===== config.mk =====
export PLATFORM = sky130hd
export DESIGN_NAME = pe_mac_systolic
export DESIGN_NICKNAME = d
export VERILOG_FILES = /design/src/rtl/pe_mac_systolic.sv
export SDC_FILE = /design/constraint.sdc
export NUM_CORES = 1
export LEC_CHECK = 0
export BUFFER_PORTS_ARGS = -buffer_cell sky130_fd_sc_hd__buf_4
export CAP_MARGIN = 20
export CORE_MARGIN = 2
export CORE_UTILIZATION = 40
export CTS_CLUSTER_DIAMETER = 150
export DETAILED_ROUTE_END_ITERATION = 12
export PLACE_DENSITY_LB_ADDON = 0.08
export SYNTH_ARGS = -nofsm -noshare
export SYNTH_HDL_FRONTEND = slang
export SYNTH_SLANG_ARGS = --single-unit

===== constraint.sdc =====
create_clock -name i_clock -period 5.8 [get_ports i_clock]
set_input_delay 0.29 -clock i_clock [delete_from_list [all_inputs] [get_ports i_clock]]
set_output_delay 0.29 -clock i_clock [all_outputs]
set_load 0.01 [all_outputs]

===== src/rtl/pe_mac_systolic.sv =====
// Systolic-array MAC processing element: forwards operands east/south and
// accumulates framed dot products, with optional signed mode and saturation.
module pe_mac_systolic #(
  parameter int unsigned BW       = 8,
  parameter int unsigned ACC_BW   = 32,
  parameter bit          SIGNED   = 1'b1,
  parameter bit          SATURATE = 1'b1
) (
  input  logic              i_clock,
  input  logic              i_reset,
  input  logic              i_valid,
  input  logic              i_first,
  input  logic              i_last,
  input  logic [BW-1:0]     i_activation,
  input  logic [BW-1:0]     i_weight,
  output logic [BW-1:0]     o_activation,
  output logic [BW-1:0]     o_weight,
  output logic              o_valid_fwd,
  output logic              o_first_fwd,
  output logic              o_last_fwd,
  output logic [ACC_BW-1:0] o_output,
  output logic              o_out_valid,
  output logic              o_overflow
);

  localparam int unsigned PW = 2 * BW;

  logic [PW-1:0]     a_ext, w_ext, prod_d, p_q;
  logic              s1_valid_q, s1_first_q, s1_last_q;
  logic [ACC_BW-1:0] acc_q, acc_d, base, ext_p, sum, sat_val;
  logic [ACC_BW:0]   sum_w;
  logic              sticky_q, sticky_d, ovf;

  // Operands are widened first so the low PW bits of the product are exact.
  always_comb begin
    a_ext  = SIGNED ? PW'($signed(i_activation)) : PW'(i_activation);
    w_ext  = SIGNED ? PW'($signed(i_weight))     : PW'(i_weight);
    prod_d = a_ext * w_ext;
  end

  always_comb begin
    ext_p    = SIGNED ? ACC_BW'($signed(p_q)) : ACC_BW'(p_q);
    base     = s1_first_q ? '0 : acc_q;
    sum_w    = {1'b0, base} + {1'b0, ext_p};
    sum      = sum_w[ACC_BW-1:0];
    ovf      = SIGNED ? ((base[ACC_BW-1] == ext_p[ACC_BW-1]) &&
                         (sum[ACC_BW-1] != base[ACC_BW-1]))
                      : sum_w[ACC_BW];
    // Signed overflow direction follows the sign shared by both addends.
    sat_val  = '1;
    if (SIGNED) begin
      sat_val = base[ACC_BW-1] ? {1'b1, {(ACC_BW-1){1'b0}}}
                               : {1'b0, {(ACC_BW-1){1'b1}}};
    end
    acc_d    = (ovf && SATURATE) ? sat_val : sum;
    sticky_d = (s1_first_q ? 1'b0 : sticky_q) | ovf;
  end

  always_ff @(posedge i_clock) begin
    if (i_reset) begin
      o_activation <= '0;
      o_weight     <= '0;
      o_valid_fwd  <= 1'b0;
      o_first_fwd  <= 1'b0;
      o_last_fwd   <= 1'b0;
      p_q          <= '0;
      s1_valid_q   <= 1'b0;
      s1_first_q   <= 1'b0;
      s1_last_q    <= 1'b0;
      acc_q        <= '0;
      sticky_q     <= 1'b0;
      o_output     <= '0;
      o_out_valid  <= 1'b0;
      o_overflow   <= 1'b0;
    end else begin
      o_activation <= i_activation;
      o_weight     <= i_weight;
      o_valid_fwd  <= i_valid;
      o_first_fwd  <= i_first;
      o_last_fwd   <= i_last;
      p_q          <= prod_d;
      s1_valid_q   <= i_valid;
      s1_first_q   <= i_first;
      s1_last_q    <= i_last;
      o_out_valid  <= s1_valid_q && s1_last_q;
      if (s1_valid_q) begin
        acc_q    <= acc_d;
        sticky_q <= sticky_d;
        if (s1_last_q) begin
          o_output   <= acc_d;
          o_overflow <= sticky_d;
        end
      end
    end
  end

endmodule


=== Word-level counts from Yosys, hierarchy flattened ===
Cells that the tools add are included.

* Add/subtract/negate cells: 1
* Multipliers: 1
* Eq/ne operators: 2
* Mux-type cells: 4
* Bitwise logic cells: 1
* Reductions and logical operators: 3

{| class="wikitable"
|+ Operator list
! cell !! number
|-
| 32-bit two-way mux || 3
|-
| 32-bit adder || 1
|-
| 8-bit by 8-bit multiplier with 16-bit output || 1
|-
| 1-bit logical AND || 2
|-
| 2-bit AND reduction || 1
|-
| 1-bit == test || 1
|-
| 1-bit two-way mux || 1
|-
| 1-bit inequality test || 1
|-
| 1-bit OR || 1
|}

* Register bits: 102
* Input port bits: 21
* Output and inout bits: 53
* Word-level logic and storage cells: 23

=== Longest topological paths before layout ===
Gate-level depths: netlist of run 1.

* Word-level depth: 5
* Mapped depth: 19
* Depth with buffers taken out: 18

=== Least setup slack after synthesis of run 1 ===
OpenSTA, ideal clock, no wires.

* Path type: input to register
* Start point: in i_weight[4]
* End point: reg p_q[15]
* Library setup time: 0.132 ns
* Arrival time: 4.049 ns
* Required time: 5.668 ns
* Setup slack: 1.619 ns
* Stages: 15
* Path buffers: 1
* Path through: clkbuf_1 > nand2_1 > fa_1 > inv_1 > fa_1 > inv_1 > fa_1 > fa_1 > inv_1 > ha_1 > a21o_1 > a41oi_1 > o21ai_0 > xnor2_1 > nor2_1

* Longest elaborated chain between the ends: 1

{| class="wikitable"
|+ RTL lines
! what !! line !! text
|-
| start, declared || 15 || <nowiki>input logic [BW-1:0] i_weight,</nowiki>
|-
| 8-bit by 8-bit multiplier with 16-bit output || 38 || <nowiki>prod_d = a_ext * w_ext;</nowiki>
|-
| end signal, assigned || 81 || <nowiki>p_q <= prod_d;</nowiki>
|-
| end, declared || 28 || <nowiki>logic [PW-1:0] a_ext, w_ext, prod_d, p_q;</nowiki>
|}

No other way between the ends.
A chain may end at the register's enable or synchronous reset.

=== Worst setup path after layout of run 1 ===
* Start point: reg p_q[15]
* End point: reg o_output[13]

* Longest elaborated chain between the ends: 4
* Elaborated cells on any way between the ends: 5
* Those cells by class: add/sub (1); eq/ne (2); mux (1); reduce/logical (1)

{| class="wikitable"
|+ RTL lines
! what !! line !! text
|-
| 32-bit adder || 44 || <nowiki>sum_w = {1'b0, base} + {1'b0, ext_p};</nowiki>
|-
| 1-bit inequality test || 47 || <nowiki>(sum[ACC_BW-1] != base[ACC_BW-1]))</nowiki>
|-
| 1-bit logical AND * || 46 || <nowiki>ovf = SIGNED ? ((base[ACC_BW-1] == ext_p[ACC_BW-1]) &&</nowiki>
|-
| 32-bit two-way mux * || 55 || <nowiki>acc_d = (ovf && SATURATE) ? sat_val : sum;</nowiki>
|-
| end signal, assigned || 72 || <nowiki>o_output <= '0;</nowiki>
|-
| end signal, assigned || 90 || <nowiki>o_output <= acc_d;</nowiki>
|-
| end, declared || 21 || <nowiki>output logic [ACC_BW-1:0] o_output,</nowiki>
|}

Mark *: on every way between the ends. The rest lies on a longest branch, timed or not.

==> results of run 1 <==
==> flip-flops by register name (all words and copies together), names as in the netlist, 8 cells and up <==
name          count
o_weight          8
o_activation      8
o_output         32
p_q              16
acc_q            32
==> cell families after synthesis <==
| kind of cell | Yosys count | synth area share (%) |
|---|---|---|
| xor gates and xnor gates | 34 | 3.78 |
| buffers and inverters | 141 | 7.17 |
| and+or+nand+nor | 311 | 19.9 |
| muxes | 4 | 0.524 |
| AOI/OAI and AO/OA | 210 | 18.8 |
| adders and majority gates | 117 | 23.9 |
| DFF | 102 | 25.9 |
==> through the flow <==
step	hold WS, ns	instance area (um^2)
2_1_floorplan	0.412	7870
3_3_place_gp	0.440	8600
3_5_place_dp	0.448	8600
4_1_cts	0.131	8920
5_1_grt	0.159	8970
6_report	0.148	8970
==> worst max-delay path: stages, from the launching register on <==
cell      delay [ns]
dfxtp_1         0.97
ha_1            0.44
nand4_1         0.26
nor3_1          0.29
nand4_1         0.12
a21oi_1         0.34
or3_1           0.77
buf_4           0.34
a21oi_1         0.13
a211oi_1        0.25
==> report_power, final <==
part           internal (W)  switching, W  total (W)
clock network      0.000391      0.000276   0.000667
logic              0.000687      0.000916    0.00160
registers          0.000781     0.0000499   0.000831
==> layer usage <==
layer  up-vias  wire [um]  part of all wire [%]  global-route usage, %
li1       3184          -                     -                      -
met1      2839       8330                    47                   23.6
met2        79       8730                    49                   32.0
met3         9        436                   2.5                   2.68
met4         0        148                  0.84                   4.34
met5         -          0                     0                      0
==> worst max-delay path by stage <==
stage                                from  slack, ns      endpoint
after CTS                         p_q[15]       1.74  o_output[13]
after global routing              p_q[15]       1.40  o_output[11]
final                             p_q[15]       1.77  o_output[13]
after detailed placement  i_activation[3]       1.40       p_q[14]
after floorplan               i_weight[4]       1.62       p_q[15]
after global placement    i_activation[3]       1.45       p_q[14]
==> layout make-up <==
class | instances | area (um^2) | share of cell area, %
inverter | 95 | 357 | 3.97
clock inverter | 5 | 81.3 | 0.907
clock buffer | 11 | 243 | 2.71
timing repair buffer | 81 | 641 | 7.14
tap | 265 | 332 | 3.70
sequential | 102 | 2040 | 22.8
multi-input combinational | 676 | 5280 | 58.8
==> cell usage after synthesis, drive strengths merged, types with 2 or more instances <==
master    n  area [um^2]
a22oi     2         15.0
nand2    56          210
dfxtp   102         2040
nand2b   11         68.8
o21a      5         37.5
nor2     99          374
a211o     2         17.5
o21bai    4         30.0
a31oi     6         43.8
xnor2    24          210
nand3     6         30.0
or3       2         12.5
or3b      2         17.5
a211oi   61          528
nor4      2         12.5
a311oi    2         17.5
nand4     7         43.8
inv      95          357
buf      16         95.1
nor3     11         65.1
mux2i     3         30.0
o21ai    25          125
a21oi    69          375
clkbuf   30          113
and3      6         37.5
and2     46          288
o211ai    9         72.6
a21o     13         97.6
fa       56         1120
ha       60          751
o31ai     3         22.5
nor2b    56          350
xor2     10         87.6
==> qor.txt, run 1 <==
Critical path start-end classification = flop to flop
Post-layout util = 46.2%
RR Startpoint = p_q[15]
IO buf count = 73
Crit Path Max Fanout = 21
Die Footprint = 0.0208 mm^2
Post_cts resized = 0
Period utilization = 69.5%
R2R Setup Slk = 1.77 ns
Clock Skew = 0.0130 ns
Status = finished clean
Core area = 0.0194 mm^2
Die span in y = 144 um
Via count = 6111
Total power = 0.00310 W
Ys Warns = 0
Asr flop ratio synth = 0%
Die Width = 144 um
DRT antenna net count = 0
EDFF count, synth = 0
Ant diodes = 0
GRT Residual Overflow = 0
Nets = 1102
Syn Nets = 1056
H-tree depth = 3
DR DRC count = 0
Post-DR vias/cell = 4.95
Critical Path End Type = flop
Clock Latency Late Sink = 0.35 ns
Pin count of the biggest net entering global routing = 97
CP Launch Type = flop
Total Wirelength = 17600 um
Gr usage total = 18.2%
CTS Buffer Depth = 2
Num ports = 74
Distinct cell type count after synthesis = 62
Final Hold Vio Count = 0
Setup bufs post-CTS = 0
Hold path depth = 2
Final Non-Filler Cells = 1235
Clock sink count = 102
RSZ-0062 raised after global routing = false
Primary FF master, synth = dfxtp_1
Initial DRC count = 237
# hold bufs at CTS = 0
Final WS setup = 1.77 ns
FF-to-FF path depth = 9
Initial core utilization = 40.6%
Share of layout cells above drive strength 1 = 13.4%
Setup TNS Final = 0 ns
Peak supply drop = 0.000173 V
First-pass GRT wire length = 30500 um
FF-to-FF End = o_output[13]
DRT Pass-1 Iters = 4
Num CTS Buffers = 9
Post-Syn Area per Cell = 8.57 um^2
Vias in the first global route = 6219
Minimum clock period = 4.03 ns
Row count = 51
Netlist Area Pre-Place = 0.00787 mm^2
Worst-Margin Slew = 0.991 ns
Dpl cells = 1217
Setup Viol. Count Final = 0
Flops & latches, synth = 102
Final slew viol count = 0
Antenna violations before repair = 0
CTS tree = done
Slew HR = 33.8%
Max Fclk = 248 MHz
Mapped Cells = 919
Worst Hold Launch = i_last
Syn-to-layout area delta = 13.9%
Wire per inst = 14.3 um
Max-cap violations = 0
Fill count = 1982
Root Buffer = clkbuf_16
Pwr dens = 346 mW/mm^2
GPL Wtd Cong = 0.849
Worst EP required = 6.05 ns
Clock slew at reported path FFs = 0.07 ns
Commonest non-fill, non-tap cell in the layout = dfxtp_1
WP data arrival = 4.29 ns
Sequential area share after synthesis = 25.9%
Hold Path End = s1_last_q
P_leak = 4.01 nW
HP Class = primary input to flop
Worst slack, placed = 1.40 ns
Dpl hpwl = 13300 um
Most frequent cells in the layout = dfxtp_1, nor2_1, inv_1
(Power assumes the default switching activity.)
==> run 2, diff against run 1 <==
- clock period: 5.8 -> 3.7 ns (I/O delays scaled with it)
==> qor.txt, run 2 (synthesis results as in run 1) <==
Status = finished clean
Via count = 6341 (+3.8%)
Crit Path Max Fanout = 7 (-67%)
Register area = 0.00204 mm^2 (unchanged)
Antenna violations before repair = 0 (unchanged)
Crit path cell chain = buf_4, and2_4, fa_1, inv_1, fa_1, inv_2, fa_1, inv_1, fa_1, inv_2, ha_4, o21ai_2, a21oi_2, o21ai_2, a21oi_2, o211ai_1, a21boi_1, nor3b_2
Total Wirelength = 18100 um (+2.4%)
Die Footprint = 0.0208 mm^2 (unchanged)
Critical path buffers and inverters = 5 (+4)
CP top delay family = adder cells
Period utilization = 96.9%
CTS tree = done
Die Width = 144 um (unchanged)
Slew HR = 29.0% (-4.8 points)
RSZ-0062 raised after global routing = true
Worst EP required = 3.92 ns (-2.13 ns)
Setup Viol. Count Final = 0 (unchanged)
Vias in the first global route = 6287 (+1.1%)
Setup TNS Final = 0 ns (unchanged)
Post-DR vias/cell = 4.93 (-0.35%)
Critical Path End Type = flop
DRT antenna net count = 0 (unchanged)
Fin area = 0.00942 mm^2 (+5.0%)
Initial DRC count = 178 (-25%)
Hold Path End = s1_valid_q
FF-to-FF End = acc_q[2]
Minimum clock period = 3.59 ns
Final slew viol count = 0 (unchanged)
Setup bufs post-CTS = 0 (unchanged)
RR Startpoint = p_q[15]
Clock slew at reported path FFs = 0.07 ns (about the same)
Row count = 51 (unchanged)
Clock Skew = 0.00772 ns (-0.00529 ns)
WP data arrival = 3.80 ns (-0.49 ns)
Pwr dens = 555 mW/mm^2 (+61%)
Highest cell delay on the worst timing path = 0.52 ns (-0.45 ns)
Largest regs = acc_q x32, o_output x32, p_q x16
Ant diodes = 0 (unchanged)
Fill count = 2027 (+2.3%)
Nets = 1153 (+4.6%)
Launch point of the worst path = i_activation[7]
Critical-path top delay cell = fa_1
Most used cell, CP = fa_1
Clock Latency Late Sink = 0.36 ns (about the same)
Root Buffer = clkbuf_16
Num CTS Buffers = 9 (unchanged)
IO buf count = 73 (unchanged)
Syn-to-layout area delta = 19.6%
Die span in y = 144 um (unchanged)
DRT Pass-1 Iters = 4 (unchanged)
Pin count of the biggest net entering global routing = 77 (-21%)
HP Class = primary input to flop
Dpl hpwl = 14100 um (+5.8%)
GPL Wtd Cong = 0.819 (-3.6%)
CP Launch Type = primary input
Final Hold Vio Count = 0 (unchanged)
P_leak = 4.24 nW (+5.8%)
Worst Hold Launch = i_valid
Share of layout cells above drive strength 1 = 20.1% (+6.7 points)
Placed cell area = 0.00909 mm^2 (+5.7%)
DR DRC count = 0 (unchanged)
Peak supply drop = 0.000259 V (+49%)
Critical path start-end classification = primary input to flop
Most frequent cells in the layout = buf_4, dfxtp_1, nor2_1
Commonest non-fill, non-tap cell in the layout = buf_4
Worst-Margin Slew = 1.06 ns (+0.0733 ns)
Wire per inst = 14.0 um (-1.7%)
R2R Setup Slk = 0.38 ns (-1.39 ns)
CTS Buffer Depth = 2 (unchanged)
Max-cap violations = 0 (unchanged)
Max Fclk = 279 MHz
First-pass GRT wire length = 30200 um (-0.97%)
Core area = 0.0194 mm^2 (unchanged)
Multi-input gate area = 0.00538 mm^2 (+2.0%)
H-tree depth = 3 (unchanged)
Initial core utilization = 40.6% (unchanged)
Gr usage total = 18.1% (-0.086 points)
Num ports = 74 (unchanged)
Clock sink count = 102 (unchanged)
FF-to-FF path depth = 9 (unchanged)
GRT Residual Overflow = 0 (unchanged)
Hold path depth = 2 (unchanged)
-- run 2: cell count changes in the layout (fill, tap and decap cells not counted), moves of 3 or more --
cell / previous run / this run
and2_1: 44 / 41
and2_4: 0 / 3
buf_4: 79 / 131
ha_1: 60 / 54
ha_4: 0 / 4
inv_1: 95 / 91
inv_2: 0 / 4
o21ai_0: 22 / 18
-- run 2: layout make-up --
class	instances	share of cell area, %
clock inverter	6	0.744
clock buffer	10	2.43
sequential	102	21.7
tap	265	3.52
timing repair buffer	132	10.7
inverter	95	3.79
multi-input combinational	676	57.2
-- run 2: power breakdown --
part	leakage [nW]	internal, W	switching [W]
combinational	3.26	0.00137	0.00156
clock	0.141	0.000532	0.000460
sequential	0.839	0.00122	0.0000736
total	4.24	0.00313	0.00210
-- run 2: how the worst max path moves through the flow --
stage	endpoint	slack, ns	cells past startpoint
finish	p_q[14]	0.11	18
global route	p_q[15]	-0.02	20
CTS	p_q[14]	0.08	20
detailed placement	p_q[14]	-0.32	18
global placement	p_q[14]	-0.26	18
floorplan	p_q[15]	0.003	15
-- run 2: metrics by stage --
stage	hold slack [ns]	total power (W)	instances	setup slack [ns]	util [%]
floorplan	0.307	0.00345	919	0.00339	-
global placement	0.402	0.00424	1270	-0.261	46.8
detailed placement	0.401	0.00425	1270	-0.316	46.8
CTS	0.0249	0.00528	1286	0.0847	48.4
global route	0.0578	0.00571	1286	-0.0206	48.5
finish	0.0390	0.00523	1286	0.113	48.5
-- run 2: worst register-to-register path, stage by stage, from the launching register on --
cell and delay [ns]:
dfxtp_1 0.78, ha_1 0.42, a21oi_1 0.32, o21bai_1 0.10, a21oi_1 0.27, o311ai_4 0.18, or3_1 0.44, buf_4 0.25
a31oi_1 0.30, a211oi_1 0.12
-- run 2: metal layers --
metal | up-vias | track usage (%) | share of wire, %
met5 | - | 0 | 0
met4 | 0 | 5.98 | 2.2
met3 | 29 | 2.91 | 2.6
met2 | 87 | 32.4 | 48
met1 | 2959 | 22.2 | 47
li1 | 3266 | - | -
-- run 2: repair_timing --
item | in CTS | in global routing
hold buffers | 0 | 0
hold endpoints to repair | 0 | 0
endpoints found under the setup margin | 0 | 4
gates resized for setup | 0 | 10
